[src/rtl/d_stream_tx.sv]
// rtl/d_stream_tx.sv - buffer-driven stream transmitter with loop and abort
// A small word buffer is loaded while idle and replayed on a valid/ready stream.
module d_stream_tx #(
    parameter int dataWidth = 32,
    parameter int bufDepth  = 16,
    parameter int addrWidth = 4
) (
    input  logic                 clock,
    input  logic                 reset,
    input  logic                 cfgWe,
    input  logic [addrWidth-1:0] cfgAddr,
    input  logic [dataWidth-1:0] cfgData,
    input  logic [addrWidth:0]   len,
    input  logic                 loop,
    input  logic                 start,
    input  logic                 stop,
    output logic [dataWidth-1:0] dout,
    output logic                 doutValid,
    input  logic                 doutReady,
    output logic                 busy,
    output logic                 done
);

    typedef enum logic [1:0] {
        IDLE   = 2'd0,
        SEND   = 2'd1,
        FINISH = 2'd2
    } state_t;

    localparam logic [addrWidth:0] ONE = {{addrWidth{1'b0}}, 1'b1};

    state_t               state;
    logic [dataWidth-1:0] mem [bufDepth];
    logic [addrWidth:0]   idx;
    logic [addrWidth:0]   len_q;
    logic                 loop_q;
    logic [addrWidth:0]   idx_next;
    logic                 xfer;
    logic                 last;

    assign xfer     = doutValid & doutReady;
    assign last     = (idx == (len_q - ONE));
    assign idx_next = idx + ONE;
    assign busy     = (state != IDLE);

    // Buffer is intentionally left out of reset so contents survive an abort.
    always_ff @(posedge clock) begin
        if (cfgWe && state == IDLE) begin
            mem[cfgAddr] <= cfgData;
        end
    end

    always_ff @(posedge clock or posedge reset) begin
        if (reset) begin
            state     <= IDLE;
            dout      <= '0;
            doutValid <= 1'b0;
            done      <= 1'b0;
            idx       <= '0;
            len_q     <= '0;
            loop_q    <= 1'b0;
        end else begin
            case (state)
                IDLE: begin
                    done <= 1'b0;
                    if (start) begin
                        len_q  <= len;
                        loop_q <= loop;
                        idx    <= '0;
                        if (len != '0) begin
                            dout      <= mem[0];
                            doutValid <= 1'b1;
                            state     <= SEND;
                        end else begin
                            done  <= 1'b1;
                            state <= FINISH;
                        end
                    end
                end
                SEND: begin
                    // An offered word is never withdrawn: stop only acts on acceptance.
                    if (xfer) begin
                        if (stop || (last && !loop_q)) begin
                            doutValid <= 1'b0;
                            done      <= 1'b1;
                            state     <= FINISH;
                        end else if (last) begin
                            idx  <= '0;
                            dout <= mem[0];
                        end else begin
                            idx  <= idx_next;
                            dout <= mem[idx_next[addrWidth-1:0]];
                        end
                    end else if (!doutValid && stop) begin
                        done  <= 1'b1;
                        state <= FINISH;
                    end
                end
                FINISH: begin
                    done  <= 1'b0;
                    state <= IDLE;
                end
                default: begin
                    doutValid <= 1'b0;
                    done      <= 1'b0;
                    state     <= IDLE;
                end
            endcase
        end
    end

endmodule
[config.mk]
export PLATFORM = sky130hd
export DESIGN_NAME = d_stream_tx
export DESIGN_NICKNAME = d
export VERILOG_FILES = /design/src/rtl/d_stream_tx.sv
export SDC_FILE = /design/constraint.sdc
export NUM_CORES = 1
export LEC_CHECK = 0
export ABC_CLOCK_PERIOD_IN_PS = 3900
export CORE_MARGIN = 3
export CORE_UTILIZATION = 50
export CTS_CLUSTER_DIAMETER = 50
export DETAILED_ROUTE_END_ITERATION = 7
export PLACE_DENSITY_LB_ADDON = 0.08
export SKIP_CTS_REPAIR_TIMING = 1
export SLEW_MARGIN = 20
export SYNTH_ARGS = -nofsm -noshare
export SYNTH_HDL_FRONTEND = slang
export SYNTH_SLANG_ARGS = --single-unit
[constraint.sdc]
create_clock -name clock -period 3.9 [get_ports clock]
set_input_delay 0.585 -clock clock [delete_from_list [all_inputs] [get_ports clock]]
set_output_delay 0.585 -clock clock [all_outputs]
set_load 0.01 [all_outputs]
== Word level (Yosys, flattened, before mapping) ==
Memory sizes are Yosys's and may differ from the RTL's.
Cells that the tools add are included.

* $add $sub $neg: 2
* $mul: 0
* Div/mod/pow operators: 0
* Magnitude comparators: 0
* Equal/unequal tests: 10
* Shift-type cells: 0
* Muxes and demuxes: 30
* Bitwise gates (word level): 2
* Reduce and logical (&&, ||, !) cells: 16

{| class="wikitable"
|+ Operators with widths
! kind !! number
|-
| 2-to-1 mux 32 bit || 5
|-
| case mux 32 bit (2 select lines) || 1
|-
| 2-to-1 mux 5 bit || 4
|-
| 2-to-1 mux 1 bit || 11
|-
| 2-to-1 mux 2 bit || 5
|-
| case mux 5 bit (2 select lines) || 1
|-
| AND reduction 5 bit || 2
|-
| inequality test 2 bit (second input constant) || 4
|-
| inequality test 3 bit (second input constant) || 2
|-
| adder 5 x 1 -> 5 bit (second input constant) || 1
|-
| equality test 5 bit || 1
|-
| nonzero test 5 bit || 1
|-
| subtractor 5 x 1 -> 5 bit (second input constant) || 1
|-
| case mux 2 bit (2 select lines) || 1
|-
| AND reduction 2 bit || 2
|-
| AND reduction 4 bit || 1
|-
| nonzero test 2 bit || 2
|-
| logical AND 1 bit || 3
|-
| case mux 1 bit (3 select lines) || 1
|-
| AND reduction 3 bit || 1
|-
| equality test 2 x 1 -> 1 bit (second input constant) || 1
|-
| equality test 2 bit (second input constant) || 1
|-
| logical NOT 1 bit || 2
|-
| logical NOT 2 bit || 1
|-
| other kinds (5) || 5
|}

* Register bits: 47
* Latch bits: 0
* Bits in writable memories: 512
* Bits in read-only memories: 0
* Bits of input ports: 48
* Output and inout bits: 35
* Logic and storage cells: 68
* Memories kept: 1

{| class="wikitable"
|+ Memories
! memory !! depth !! bits a word !! read ports !! clocked after memory_dff !! write ports !! line !! RTL
|-
| mem || 16 || 32 || 2 || 0 || 1 || 33 || <nowiki>logic [dataWidth-1:0] mem [bufDepth];</nowiki>
|}

== Longest topological paths before layout ==
* Depth in word-level cells: 7
* Mapped depth: 10
* Depth with buffers taken out: 7

== Worst setup path after synthesis ==
OpenSTA, ideal clock, no wires.

* Kind: flip-flop to flip-flop
* From: reg state[0]
* To: mem mem[0][0] (enable)
* Library setup time: 0.461 ns
* Arrival: 3.375 ns
* Required time: 3.439 ns
* Setup slack: 0.064 ns
* Stages on the path, launching flop included: 6
* Path buffers: 1
* Clock period less this slack: 3.836 ns
* Path through: dfrtp_1 > buf_2 > nor2_1 > nand2_1 > or3_1 > nor3_1

* Longest elaborated chain between the ends: 4

{| class="wikitable"
|+ RTL lines
! element !! line !! RTL
|-
| from (decl) || 32 || <nowiki>state_t state;</nowiki>
|-
| from (signal assigned) || 55 || <nowiki>state <= IDLE;</nowiki>
|-
| from (signal assigned) || 73 || <nowiki>state <= SEND;</nowiki>
|-
| from (signal assigned) || 76 || <nowiki>state <= FINISH;</nowiki>
|-
| logical NOT 2 bit || 48 || <nowiki>if (cfgWe && state == IDLE) begin</nowiki>
|-
| logical AND 1 bit || 48 ||
|-
| 2-to-1 mux 1 bit || 48 ||
|-
| 2-to-1 mux 1 bit (implied by the code) || 49 || <nowiki>mem[cfgAddr] <= cfgData;</nowiki>
|-
| to (decl) || 33 ||
|}

No other way between the ends.

== Worst setup path in the final report ==
* From: reg len_q[0]
* To: reg dout[13]

* Longest elaborated chain between the ends: 6
* Elaborated cells between the ends (all ways): 10
* Classes of those cells: 1 x add/sub; 2 x eq/ne; 4 x mux; 3 x reduce/logical

{| class="wikitable"
|+ RTL lines
! element !! line !! RTL
|-
| from (decl) || 35 || <nowiki>logic [addrWidth:0] len_q;</nowiki>
|-
| from (signal assigned) || 67 || <nowiki>len_q <= len;</nowiki>
|-
| subtractor 5 x 1 -> 5 bit * || 42 || <nowiki>assign last = (idx == (len_q - ONE));</nowiki>
|-
| equality test 5 bit * || 42 ||
|-
| 2-to-1 mux 32 bit / logical AND 1 bit (equally long branches) || 87, 83 ||
|-
| 2-to-1 mux 32 bit / logical OR 1 bit (equally long branches) || 83 || <nowiki>if (stop || (last && !loop_q)) begin</nowiki>
|-
| 2-to-1 mux 32 bit / inequality test 2 bit (equally long branches) || - ||
|-
| case mux 32 bit (2 select lines) / AND reduction 5 bit (equally long branches) || - ||
|-
| to (signal assigned) || 71 || <nowiki>dout <= mem[0];</nowiki>
|-
| to (signal assigned) || 89 || <nowiki>dout <= mem[0];</nowiki>
|-
| to (signal assigned) || 92 || <nowiki>dout <= mem[idx_next[addrWidth-1:0]];</nowiki>
|-
| to (decl) || 17 || <nowiki>output logic [dataWidth-1:0] dout,</nowiki>
|}

Mark *: on every way between the ends. The rest lies on a longest branch, timed or not. The select of a mux whose other input is x is not followed.
A chain may end at the register's enable or synchronous reset.

==> impl_results.rst <==
.. list-table::
   :header-rows: 1

   * - Metric
     - Value
   * - Mean Syn Cell Area
     - about 21 µm²
   * - Data required time at the worst endpoint
     - 4.33 ns
   * - DRC violation count after routing
     - 0
   * - # diodes
     - 0
   * - Horizontal die dimension
     - 217 µm
   * - Pre-antenna DRT Iters
     - 5
   * - Worst ir drop on vdd
     - 0.577 mV
   * - Max-capacitance violation count
     - 0
   * - Setup violation total in the final timing report
     - 0
   * - Antenna-violating nets left
     - 0
   * - Clock transition time at the flip-flop clock pins of the worst setup and hold paths
     - approximately 0.060 ns
   * - Destination of the worst register-to-register timing path
     - dout[13]$_DFFE_PP0P_
   * - H-tree depth
     - 2
   * - Placement Rows
     - 76
   * - Worst Path Class, Setup
     - flip-flop to flip-flop
   * - CP endpoint
     - dout[13]$_DFFE_PP0P_
   * - Fraction of layout instances using a drive strength above 1
     - 0.242
   * - Synth-to-layout area growth
     - 16.6%
   * - Die outline area
     - between 0.04 and 0.05 mm²
   * - Post-synthesis sequential element count
     - 559
   * - Startpoint kind of the worst setup timing path
     - flip-flop
   * - Hold_ws
     - between 0.4 and 0.5 ns
   * - RSZ-0062 raised after global routing
     - false
   * - Class of the worst hold path
     - input port to async pin
   * - Total wirelength of the detailed-routed design
     - ~49 mm
   * - Top cell type's share of synthesized area
     - 0.693
   * - Arr. time, crit path
     - about 3.2 ns
   * - 1st-iter DRT viols
     - approximately 1100
   * - Maximum frequency from static timing analysis
     - about 360 MHz
   * - CTS tree
     - yes
   * - Pin count of the biggest net entering global routing
     - ~100
   * - Number of filler cells placed in the layout
     - around 3200
   * - Fin Clk Skew
     - about 0.014 ns
   * - Worst slew margin relative to its limit
     - 0.253
   * - Last weighted congestion value of the routability-driven placer
     - between 0.7 and 0.8
   * - Largest fanout on the critical path
     - 32
   * - Path depth of the worst reg2reg path
     - 7
   * - Initial Util
     - 0.510
   * - Count of final hold-check violations
     - 0
   * - Power density relative to cell area
     - ~680 mW/mm²
   * - Result of the run
     - completed
   * - Max Slew Vio Count
     - 0
   * - Sequential cell area fraction in the yosys report
     - 0.747
   * - Port Buf Inserts
     - 82
   * - Count of different cell masters after synthesis
     - 49
   * - Count of flip-flops with a built-in enable after synthesis
     - 512
   * - HPWL after detailed placement
     - approximately 28 mm
   * - Total global-route track usage
     - 0.215
   * - Start point of the critical path
     - len_q[0]$_DFFE_PP0P_
   * - Pin slew with the least headroom to its limit
     - ~1.1 ns
   * - Final setup TNS
     - 0 ns
   * - Inserted Clock Buffers
     - 60
   * - Async S/R FF share, synth
     - 0.0841
   * - Global route total overflow
     - 0
   * - Power, Total
     - around 0.017 W
   * - Global-route wire length before repair
     - between 70 and 80 mm
   * - Standby leakage power
     - 8.22 nW
   * - Cells after Synth
     - around 1100
   * - Flop2flop setup slack
     - 1.10 ns
   * - Std-Cell Core Area
     - approximately 0.043 mm²
   * - Clock Path Buffers
     - 3
   * - Via count of the first global-routing pass
     - approximately 11000
   * - Clock period minus worst slack
     - roughly 2.8 ns
   * - Clk sinks
     - approximately 560
   * - Number of warning messages in the yosys log
     - 0
   * - Post-synth design cell area
     - between 0.02 and 0.025 mm²
   * - Number of I/O pins
     - 83
   * - Dominant cells by area after synthesis
     - sky130_fd_sc_hd__edfxtp_1, sky130_fd_sc_hd__mux4_2, sky130_fd_sc_hd__dfrtp_1, sky130_fd_sc_hd__mux2i_1, sky130_fd_sc_hd__a31oi_2
   * - Share of the clock period used by the worst path after layout
     - 0.719
   * - Clock Tree Root
     - sky130_fd_sc_hd__clkbuf_16
   * - Most common flop cell mapped by yosys
     - sky130_fd_sc_hd__edfxtp_1
   * - Chip Height
     - between 200 and 250 µm
   * - Largest area contributor in the synthesized netlist
     - sky130_fd_sc_hd__edfxtp_1
   * - # nets final
     - approximately 1200
   * - Number of vias after detailed routing
     - about 11000
   * - Synthesized net count
     - 1123
   * - Category of the worst setup path capture point
     - flip-flop
   * - R2R Path Start
     - len_q[0]$_DFFE_PP0P_
   * - Mean routed wirelength per cell
     - ~27 µm
   * - Clock latency of the later-clocked register in the worst-skew pair
     - ~0.6 ns
   * - Detailed-route vias per instance
     - ~6
   * - Number of antenna violations at the first check in global routing
     - 1
kinds of logic (layout without fill, tap and decap cells):
| logic type | Yosys count | in the layout | synth area share |
|---|---|---|---|
| buffers and inverters | 71 | 240 | 0.0153 |
| AND/OR/NAND/NOR | 84 | 84 | 0.0196 |
| AO/OA/AOI/OAI | 118 | 118 | 0.0369 |
| adder cells (fa/ha/maj) | 2 | 2 | 0.00113 |
| flip-flops | 559 | 559 | 0.747 |
| XOR/XNOR | 7 | 7 | 0.00310 |
| multiplexers | 232 | 232 | 0.177 |
where the power goes:
group | total (W) | switching, W | internal (W)
combinational | 0.00504 | 0.00264 | 0.00240
sequential | 0.00713 | 0.000229 | 0.00690
clock | 0.00530 | 0.00220 | 0.00310
total | 0.0175 | 0.00507 | 0.0124
worst max-delay path, stage by stage, from the launching register on:
cell                       delay, ns
sky130_fd_sc_hd__dfrtp_1        0.39
sky130_fd_sc_hd__inv_1          0.06
sky130_fd_sc_hd__ha_1           0.22
sky130_fd_sc_hd__and4bb_1       0.19
sky130_fd_sc_hd__o211ai_1       0.37
sky130_fd_sc_hd__a2111o_1       0.54
sky130_fd_sc_hd__and2_4         0.67
sky130_fd_sc_hd__a31oi_1        0.17
how the worst min path moves through the flow:
stage	startpoint	end	slack (ns)	cells past startpoint
after CTS	reset	dout[15]$_DFFE_PP0P_	0.47	2
final	reset	dout[14]$_DFFE_PP0P_	0.48	2
after global routing	reset	dout[15]$_DFFE_PP0P_	0.53	2
after floorplan	loop_q$_DFFE_PP0P_	loop_q$_DFFE_PP0P_	0.49	1
after global placement	done$_DFFE_PP0P_	done$_DFFE_PP0P_	0.49	1
after detailed placement	done$_DFFE_PP0P_	done$_DFFE_PP0P_	0.50	1
cell usage after synthesis (all sizes together), types with 2 or more instances:
| library cell | count |
|---|---|
| mux2 | 8 |
| o311ai | 2 |
| nand2 | 7 |
| xnor2 | 3 |
| ha | 2 |
| nand2b | 4 |
| o21ai | 35 |
| a31oi | 32 |
| nand4 | 2 |
| buf | 34 |
| nand3 | 33 |
| nor3 | 8 |
| edfxtp | 512 |
| nand4b | 3 |
| o22ai | 2 |
| a31o | 2 |
| a21oi | 34 |
| dfrtp | 47 |
| mux2i | 96 |
| nor2 | 17 |
| clkbuf | 30 |
| inv | 7 |
| xor2 | 4 |
| nor2b | 2 |
| and2 | 2 |
| mux4 | 128 |
registers in the layout, summed over array words and instances (netlist names):
signal     cells
mem          512
dout          32
idx            5
len_q          5
state          2
done           1
doutValid      1
loop_q         1
per-layer routing:
| metal | vias to the layer above | GRT usage | part of all wire |
|---|---|---|---|
| met3 | 62 | 0.0317 | 0.052 |
| li1 | 4707 | - | - |
| met1 | 5873 | 0.310 | 0.44 |
| met4 | 0 | 0.0541 | 0.017 |
| met5 | - | 0 | 0 |
| met2 | 301 | 0.351 | 0.49 |
cell type report:
class | instances | area, µm² | area share
Clock buffer | 85 | 1630 | 0.0629
Sequential cell | 559 | 16600 | 0.640
Timing Repair Buffer | 123 | 1240 | 0.0480
Clock inverter | 25 | 218 | 0.00842
Tap cell | 585 | 732 | 0.0283
Multi-Input combinational cell | 443 | 5460 | 0.211
Inverter | 7 | 26.3 | 0.00102
metrics by stage:
stage	util	setup slack [ns]	cells	instance area [µm²]
after floorplan	-	0.0636	1073	22200
after global routing	0.595	0.932	1827	25900
final	0.595	1.10	1827	25900
after CTS	0.595	1.10	1827	25900
after global placement	0.553	1.15	1717	24000
after detailed placement	0.553	1.09	1717	24000
cell usage in the layout (no fill, tap or decap), types with 6 or more instances in the layout:
cell / count
sky130_fd_sc_hd__edfxtp_1: 512
sky130_fd_sc_hd__o21ai_0: 34
sky130_fd_sc_hd__clkbuf_16: 61
sky130_fd_sc_hd__mux4_2: 128
sky130_fd_sc_hd__nor2_4: 13
sky130_fd_sc_hd__mux2_2: 8
sky130_fd_sc_hd__clkbuf_1: 23
sky130_fd_sc_hd__clkinv_1: 11
sky130_fd_sc_hd__mux2i_1: 96
sky130_fd_sc_hd__clkdlybuf4s50_1: 82
sky130_fd_sc_hd__dfrtp_1: 46
sky130_fd_sc_hd__nand2_1: 7
sky130_fd_sc_hd__a31oi_1: 12
sky130_fd_sc_hd__a21oi_1: 34
sky130_fd_sc_hd__inv_1: 6
sky130_fd_sc_hd__a31oi_2: 20
sky130_fd_sc_hd__buf_4: 32
sky130_fd_sc_hd__buf_12: 9
sky130_fd_sc_hd__nand3_1: 33
Power figures use the tool's default switching activity.
